--- src/rtl/hazard_ctrl.sv ---
// Pipeline stall/flush sequencer: memory freeze > redirect flush > load-use.
// Optional HAZARD_PERF_CNT_EN adds stall/flush/memory-wait counters.
module hazard_ctrl #(
   parameter int unsigned FLUSH_CYCLES = 1,
   parameter int unsigned CNT_W        = 32
) (
   input  logic             CLK,
   input  logic             RST,
   input  logic [4:0]       rs1D,
   input  logic [4:0]       rs2D,
   input  logic             use_rs1D,
   input  logic             use_rs2D,
   input  logic [4:0]       rdE,
   input  logic [2:0]       mem_loadE,
   input  logic             reg_writeE,
   input  logic             fail_predictE,
   input  logic             memopM,
   input  logic             dmem_busy,
   output logic             stallF,
   output logic             stallD,
   output logic             flushD,
   output logic             bubbleE,
   output logic             stallE,
   output logic             stallM,
   output logic             bubbleW,
   output logic [1:0]       stateQ,
   output logic [CNT_W-1:0] stall_cnt,
   output logic [CNT_W-1:0] flush_cnt,
   output logic [CNT_W-1:0] memwait_cnt
);

   typedef enum logic [1:0] {
      RUN   = 2'd0,
      REDIR = 2'd1,
      MEMW  = 2'd2
   } state_t;

   localparam logic [2:0] FLUSH_LD = 3'(FLUSH_CYCLES);

   state_t     state_q, state_d, eff;
   logic [2:0] cnt_q, cnt_d;
   logic       mw, lu;

   assign mw = memopM & dmem_busy;
   assign lu = (mem_loadE != 3'd0) & reg_writeE & (rdE != 5'd0) &
               ((use_rs1D & (rs1D == rdE)) | (use_rs2D & (rs2D == rdE)));
   assign stateQ = state_q;

   // leaving MEMW resumes whatever sequence the freeze interrupted
   always_comb begin
      eff = RUN;
      case (state_q)
         REDIR:   eff = REDIR;
         MEMW:    eff = (cnt_q != 3'd0) ? REDIR : RUN;
         default: eff = RUN;
      endcase
   end

   always_comb begin
      stallF  = 1'b0;
      stallD  = 1'b0;
      flushD  = 1'b0;
      bubbleE = 1'b0;
      stallE  = 1'b0;
      stallM  = 1'b0;
      bubbleW = 1'b0;
      state_d = eff;
      cnt_d   = cnt_q;
      if (RST) begin
         flushD  = 1'b1;
         bubbleE = 1'b1;
         bubbleW = 1'b1;
         state_d = RUN;
         cnt_d   = 3'd0;
      end else if (mw) begin
         stallF  = 1'b1;
         stallD  = 1'b1;
         stallE  = 1'b1;
         stallM  = 1'b1;
         bubbleW = 1'b1;
         state_d = MEMW;
      end else if (fail_predictE) begin
         flushD  = 1'b1;
         bubbleE = 1'b1;
         cnt_d   = FLUSH_LD;
         state_d = (FLUSH_LD != 3'd0) ? REDIR : RUN;
      end else if (eff == REDIR) begin
         flushD  = 1'b1;
         bubbleE = 1'b1;
         if (cnt_q <= 3'd1) begin
            cnt_d   = 3'd0;
            state_d = RUN;
         end else begin
            cnt_d   = cnt_q - 3'd1;
            state_d = REDIR;
         end
      end else if (lu) begin
         stallF  = 1'b1;
         stallD  = 1'b1;
         bubbleE = 1'b1;
      end
   end

   always_ff @(posedge CLK) begin
      if (RST) begin
         state_q <= RUN;
         cnt_q   <= 3'd0;
      end else begin
         state_q <= state_d;
         cnt_q   <= cnt_d;
      end
   end

`ifdef HAZARD_PERF_CNT_EN
   logic fp_win, lu_win;

   assign fp_win = ~mw & fail_predictE;
   assign lu_win = ~mw & ~fail_predictE & (eff == RUN) & lu;

   always_ff @(posedge CLK) begin
      if (RST) begin
         stall_cnt   <= '0;
         flush_cnt   <= '0;
         memwait_cnt <= '0;
      end else begin
         if (lu_win) stall_cnt <= stall_cnt + CNT_W'(1);
         if (fp_win) flush_cnt <= flush_cnt + CNT_W'(1);
         if (mw) memwait_cnt <= memwait_cnt + CNT_W'(1);
      end
   end
`else
   assign stall_cnt   = '0;
   assign flush_cnt   = '0;
   assign memwait_cnt = '0;
`endif

endmodule

--- config.mk ---
export PLATFORM = sky130hd
export DESIGN_NAME = hazard_ctrl
export DESIGN_NICKNAME = d
export VERILOG_FILES = /design/src/rtl/hazard_ctrl.sv
export SDC_FILE = /design/constraint.sdc
export NUM_CORES = 1
export LEC_CHECK = 0
export BUFFER_PORTS_ARGS = -buffer_cell sky130_fd_sc_hd__buf_4
export CAP_MARGIN = 20
export CORE_AREA = 2 2 66 68
export DETAILED_ROUTE_END_ITERATION = 12
export DIE_AREA = 0 0 68 70
export PLACE_DENSITY_LB_ADDON = 0.08
export SYNTH_ARGS = -nofsm -noshare
export SYNTH_HDL_FRONTEND = slang
export SYNTH_SLANG_ARGS = --single-unit
--- constraint.sdc ---
create_clock -name CLK -period 1.7 [get_ports CLK]
set_input_delay 0.255 -clock CLK [delete_from_list [all_inputs] [get_ports CLK]]
set_output_delay 0.255 -clock CLK [all_outputs]
set_load 0.02 [all_outputs]
==> summary.md, run 1 <==
| Metric | Value |
|---|---|
| Max_slew headroom | `61.7%` |
| YS warnings | `0` |
| Clk_skew | `0.00341 ns` |
| Most frequent CP cell | `buf_4` |
| CP top delay family | `compound AO/OA/AOI/OAI gates` |
| Initial Util | `30.5%` |
| Worst slack, placed | `-0.206 ns` |
| Dominant synthesized flop cell | `dfxtp_1` |
| Via density | `3.39` |
| Crit path cell chain | `buf_4 > xor2_1 > nor4_2 > a32oi_2 > o41ai_4 > buf_4` |
| First-pass GRT wire length | `3290 um` |
| Clock buffer depth | `2` |
| Diode count | `0` |
| Slowest CP cell | `o41ai_4` |
| Simple-Gate Fraction of Synth Area | `7.92%` |
| Worst slew pin tran | `0.565 ns` |
| Leakage power | `0.000827 uW` |
| Core area | `0.00414 mm2` |
| CTS tree | `done` |
| Share of layout cells above drive strength 1 | `36.5%` |
| Final slew viol count | `0` |
| Sw Pwr | `373 uW` |
| Fin util | `36.4%` |
| Routed vias | `918` |
| Largest family of logic cells by synthesized area | `buffers and inverters` |
| Failing checks | `negative setup slack` |
| Main area contributors after synthesis | `buf_4 (58%), dfxtp_1 (7.9%), xor2_1 (5.5%), ha_1 (5.0%), inv_1 (2.7%)` |
| WP data required | `1.44 ns` |
| Post-DRT Antenna Nets | `0` |
| Mapped Area | `0.00126 mm2` |
| Ports | `131` |
| GRT Total Usage | `8.91%` |
| Rows | `24` |
| CP Launch Type | `input pin` |
| Largest net degree at the start of global routing | `10` |
| Final min period | `1.88 ns` |
| Port bufs | `34` |
| Setup TNS | `-0.816 ns` |
| Antenna violations before repair | `0` |
| CTS Sinks | `5` |
| Xor and xnor area share after synthesis | `6.93%` |
| Crit end category | `output pin` |
| Crit share post-route | `111%` |
| H-tree depth | `1` |
| Commonest cells post-synth | `buf_4 (98), inv_1 (9), xor2_1 (8)` |
| Flop pwr share | `15.8%` |
| WL per Instance | `9.05 um` |
| Combinational share of power | `55.9%` |
| Peak supply drop | `0.168 mV` |
| Layout area overhead | `19.3%` |
| Int Power | `425 uW` |
| Clk_lat worst skew | `0.22 ns` |
| Share of the synthesized area in the top cell type | `58.2%` |
| Fmax achieved | `0.531 GHz` |
| Die ar. | `0.00476 mm2` |
| Clock power share | `28.3%` |
| First-pass DRT Iterations | `4` |
| Sequential-to-total area share from yosys stat | `7.92%` |
| Cell taking the most area after synthesis | `buf_4` |
| Max cap viols | `0` |
| Cells after DPL | `262` |
| Num CTS Buffers | `3` |
| Clock Pin Slew Worst Setup and Hold Paths | `0.04 ns` |
| Yosys reg bits | `5` |
| CP max FO | `2` |
| Syn Area/Cell | `7.57 um2` |
| Die Width | `68 um` |
| HP Class | `input pin to flop` |
| Initial DRC Count | `22` |
| Switching share of power | `46.7%` |
| Hold Vio Cnt, Final | `0` |
| WS Path Type | `input pin to output pin` |
| Power per cell area | `530 mW/mm2` |
| Synth cell types | `30` |
| DRT Wirelength | `2450 um` |
| Number of fill cells | `459` |
| Status | `finished, violations left` |
| Final WS setup | `-0.183 ns` |
| Die Ht | `70 um` |
| RSZ-0062 raised after global routing | `yes` |
| CTS root buf | `clkbuf_8` |
| CP arrival | `1.63 ns` |
| Most frequent cell after synthesis | `buf_4` |
| Non-Filler Instances | `271` |
| Post-synth EDFFs | `0` |
| Gpl congestion | `0.799` |
| Fin nets | `251` |
| Largest stage delay, worst path | `0.40 ns` |
| Syn Inst Count | `167` |
| Mux cell area share after synthesis | `0%` |
| Storage cell area | `110 um2` |
| Final Setup Violations | `5` |
| Async SR Flop Fraction | `0%` |
| CP bufs+invs | `2` |
| Multi-input logic area | `860 um2` |
| Adder-Cell Fraction of Synth Area | `4.95%` |
| Synth Area in Compound Gates | `10.8%` |
| DRC viols | `0` |
| Final HPWL DP | `2170 um` |
| Vias in the first global route | `779` |
| Overflow left after global routing | `0` |
sequential cells by signal, summed over array words and instances (netlist names):
signal / cells
cnt_q: 3
stateQ: 2
layer usage:
| metal | share of wire, % | vias to the layer above | GRT usage [%] |
|---|---|---|---|
| met3 | 12 | 2 | 1.77 |
| met2 | 56 | 65 | 16.1 |
| met1 | 32 | 402 | 9.91 |
| li1 | - | 449 | - |
| met4 | 0.41 | 0 | 3.33 |
| met5 | 0 | - | 0 |
stage by stage:
step                area (um2)  hold slack, ns  total power (uW)
detailed placement        1350           0.517               528
global route              1510           0.301               846
global placement          1350           0.517               526
finish                    1510           0.292               799
floorplan                 1670           0.404               581
CTS                       1480           0.290               793
power by group through the flow:
stage | Clock [uW] | Combinational [uW] | Sequential (uW)
2_1_floorplan | 0 | 450 | 131
3_3_place_gp | 0 | 398 | 129
3_5_place_dp | 0 | 399 | 129
4_1_cts | 231 | 436 | 126
5_1_grt | 238 | 482 | 127
6_report | 226 | 447 | 126
cell families (layout without fill, tap and decap cells):
family	Yosys count	count (layout)
buffers and inverters	108	65
AO/OA/AOI/OAI	19	19
AND/OR/NAND/NOR	19	19
XOR/XNOR	10	10
adder cells (fa/ha/maj)	5	5
flip-flops	5	5
other	1	96
path summary, 6_finish.rpt:
path	from	end	slack [ns]	cells past startpoint
min reg2reg	cnt_q[2]	cnt_q[2]	0.61	3
min	RST	cnt_q[1]	0.29	2
max	rdE[2]	stallF	-0.18	6
max reg2reg	cnt_q[0]	cnt_q[2]	-0.13	6
layout make-up:
class,instances,area share [%]
timing repair buffer,52,26.1
inverter,9,2.24
multi-input combinational,149,57.0
clock buffer,4,2.99
sequential,5,7.30
tap,52,4.32
cells in the final DEF (no fill, tap or decap), types with 2 or more instances in the layout:
cell,synthesis,routed
buf_4,98,51
xor2_1,8,8
nor4_2,0,2
dfxtp_2,0,2
dfxtp_4,0,2
xnor2_1,2,2
ha_4,0,2
nor3_1,2,2
inv_1,9,4
nand2_1,4,4
clkbuf_8,0,3
conb_1,1,96
nor2_1,4,3
a21oi_1,5,4
ha_1,5,2
inv_2,0,5
repair_timing:
item | CTS | global route
buffers inserted | 3 | 2
setup endpoints to repair | 5 | 5
cloned | 0 | 0
hold endpoints to repair | 0 | 0
resized for setup | 12 | 3
hold buffers | 0 | 0
pin swaps | 2 | 3
No activity file was read; power rests on OpenSTA's default activity.
==> inputs of run 2 (changes only) <==
--- a/config.mk
+++ b/config.mk
@@ -11,6 +11,7 @@
 export DETAILED_ROUTE_END_ITERATION = 12
 export DIE_AREA = 0 0 68 70
 export PLACE_DENSITY_LB_ADDON = 0.08
+export REMOVE_ABC_BUFFERS = 1
 export SYNTH_ARGS = -nofsm -noshare
 export SYNTH_HDL_FRONTEND = slang
 export SYNTH_SLANG_ARGS = --single-unit
==> run 2 against run 1 <==
  * The flow still finishes with violations (negative setup slack)
  * Register-to-register slack got worse by 0.21 ns
  * Clock-buffer cell count did not move
  * Final cell count rose by 4.1%
  * Routed wire length rose by 3.4%
  * Largest cell class unchanged
==> summary.md, run 2 (synthesized netlist as in run 1, its figures left out) <==
| Metric | Value |
|---|---|
| CP max FO | `2 (unchanged)` |
| Core area | `0.00414 mm2 (unchanged)` |
| Status | `finished, violations left` |
| Layout area overhead | `26.0%` |
| Non-Filler Instances | `282 (+4.1%)` |
| Post-DRT Antenna Nets | `0 (unchanged)` |
| First-pass DRT Iterations | `4 (unchanged)` |
| Peak supply drop | `0.293 mV (+74%)` |
| HP Class | `input pin to flop` |
| Number of fill cells | `453 (-1.3%)` |
| Max reg flops | `3 (unchanged)` |
| Share of layout cells above drive strength 1 | `38.3% (+1.7 points)` |
| Clock Pin Slew Worst Setup and Hold Paths | `0.04 ns (about the same)` |
| WL met2 | `1390 um (+0.51%)` |
| DRC viols | `0 (unchanged)` |
| Routed vias | `966 (+5.2%)` |
| Post-Route M1 WL | `811 um (+4.8%)` |
| Antenna violations before repair | `0 (unchanged)` |
| Clock buffer depth | `2 (unchanged)` |
| Final WS setup | `-0.345 ns (-0.162 ns)` |
| Fin nets | `262 (+4.4%)` |
| CP Launch Type | `flop` |
| Largest Register | `cnt_q` |
| GRT Total Usage | `9.50% (+0.58 points)` |
| Largest net degree at the start of global routing | `10 (unchanged)` |
| Hold Vio Cnt, Final | `0 (unchanged)` |
| H-tree depth | `1 (unchanged)` |
| Final Setup Violations | `5 (unchanged)` |
| Worst slew pin tran | `0.677 ns (+0.113 ns)` |
| Failing checks | `negative setup slack` |
| First-pass GRT wire length | `3460 um (+5.0%)` |
| Final min period | `2.04 ns (+0.162 ns)` |
| Overflow left after global routing | `0 (unchanged)` |
| Flop pwr share | `15.3% (-0.5 points)` |
| Power per cell area | `525 mW/mm2 (-0.98%)` |
| WS Path Type | `flop to flop` |
| Clk_lat worst skew | `0.23 ns (about the same)` |
| DRT Wirelength | `2540 um (+3.4%)` |
| Final HPWL DP | `1960 um (-9.4%)` |
| Die ar. | `0.00476 mm2 (unchanged)` |
| DR WL met3 | `314 um (+8.3%)` |
| Port bufs | `34 (unchanged)` |
| Initial DRC Count | `12 (-45%)` |
| Fin util | `38.4% (+2.1 points)` |
| Via density | `3.43 (+1.1%)` |
| Die Width | `68 um (unchanged)` |
| Setup TNS | `-1.48 ns (-0.669 ns)` |
| Int Power | `454 uW (+6.7%)` |
| Crit path cell chain | `inv_2 > buf_4 > ha_4 > o21bai_4 > or4_1 > or4_1 > a31oi_1` |
| Final slew viol count | `0 (unchanged)` |
| Combinational share of power | `57.4% (+1.5 points)` |
| Crit end category | `flop` |
| Fmax achieved | `0.489 GHz (-7.9%)` |
| Clk_skew | `0.00182 ns (-0.00160 ns)` |
| Most frequent cells in the layout | `conb_1 (96), buf_4 (59), xor2_1 (8)` |
| Max cap viols | `0 (unchanged)` |
| Vias in the first global route | `805 (+3.3%)` |
| Num CTS Buffers | `3 (unchanged)` |
| Initial Util | `30.5% (unchanged)` |
| WL per Instance | `9.00 um (-0.61%)` |
| WP data required | `1.85 ns (+0.41 ns)` |
| Hold_buf cts | `0 (unchanged)` |
| Crit share post-route | `120% (+9.5 points)` |
| Sw Pwr | `382 uW (+2.3%)` |
| Slowest CP cell | `or4_1` |
| CP top delay family | `simple AND/OR/NAND/NOR gates` |
| Leakage power | `0.000862 uW (+4.2%)` |
| CP bufs+invs | `2 (unchanged)` |
| Most frequent CP cell | `or4_1` |
| Highest routed layer | `met4` |
| CTS root buf | `clkbuf_8` |
| Max_slew headroom | `54.3% (-7.5 points)` |
| Die Ht | `70 um (unchanged)` |
| CTS Sinks | `5 (unchanged)` |
| Worst slack, placed | `-0.184 ns (+0.0219 ns)` |
| Clock power share | `27.3% (-1.0 points)` |
| Gpl congestion | `0.736 (-8.0%)` |
| Flop-to-flop setup slack | `-0.34 ns (-0.21 ns)` |
| CTS tree | `done` |
| RSZ-0062 raised after global routing | `yes` |
| Largest stage delay, worst path | `0.51 ns (+0.11 ns)` |
| Most common cell after layout, fill and taps aside | `conb_1` |
| Rows | `24 (unchanged)` |
| CP arrival | `2.20 ns (+0.57 ns)` |
| Cells after DPL | `264 (+0.76%)` |
| Ports | `131 (unchanged)` |
| Diode count | `0 (unchanged)` |
| Switching share of power | `45.7% (-1.1 points)` |
==> run 2: cell types whose count changed in the layout (fill, tap and decap cells not counted), sizes merged <==
cell  previous run  this run
buf             52        63
==> run 2: path summary, 6_finish.rpt <==
check,end,startpoint,cells past startpoint
max,cnt_q[2],cnt_q[1],7
min,cnt_q[0],RST,2
max reg2reg,cnt_q[2],cnt_q[1],7
min reg2reg,cnt_q[2],cnt_q[2],2
==> run 2: cell type report <==
type,count,area [um2],share of cell area (%)
multi-input cells,149,856,53.7
well taps,52,65.1,4.08
flip-flops and latches,5,105,6.60
clock buffers,4,45.0,2.83
inverters,9,33.8,2.12
repair buffers,63,488,30.6
==> run 2: repair_timing <==
item	4_1_cts	5_1_grt
endpoints found under the setup margin	5	8
pin swaps	7	8
setup buffers	15	3
gates resized for setup	17	13
==> run 2: metal layers <==
layer	up-vias	GRT usage, %
li1	471	-
met2	65	16.8
met1	428	10.2
met5	-	0
met3	2	3.06
met4	0	3.33
==> run 2: stage by stage <==
step | area (um2) | power [uW] | hold slack (ns)
after global placement | 1310 | 518 | 0.497
after global routing | 1590 | 881 | 0.294
after floorplan | 881 | 395 | 0.324
after CTS | 1520 | 802 | 0.270
after detailed placement | 1310 | 517 | 0.499
final | 1590 | 836 | 0.272
==> run 2: power groups by stage <==
stage | Clock, uW | Sequential, uW | Combinational, uW
3_3_place_gp | 0 | 127 | 391
5_1_grt | 234 | 129 | 518
6_report | 228 | 128 | 480
3_5_place_dp | 0 | 128 | 389
2_1_floorplan | 0 | 131 | 265
4_1_cts | 231 | 127 | 443
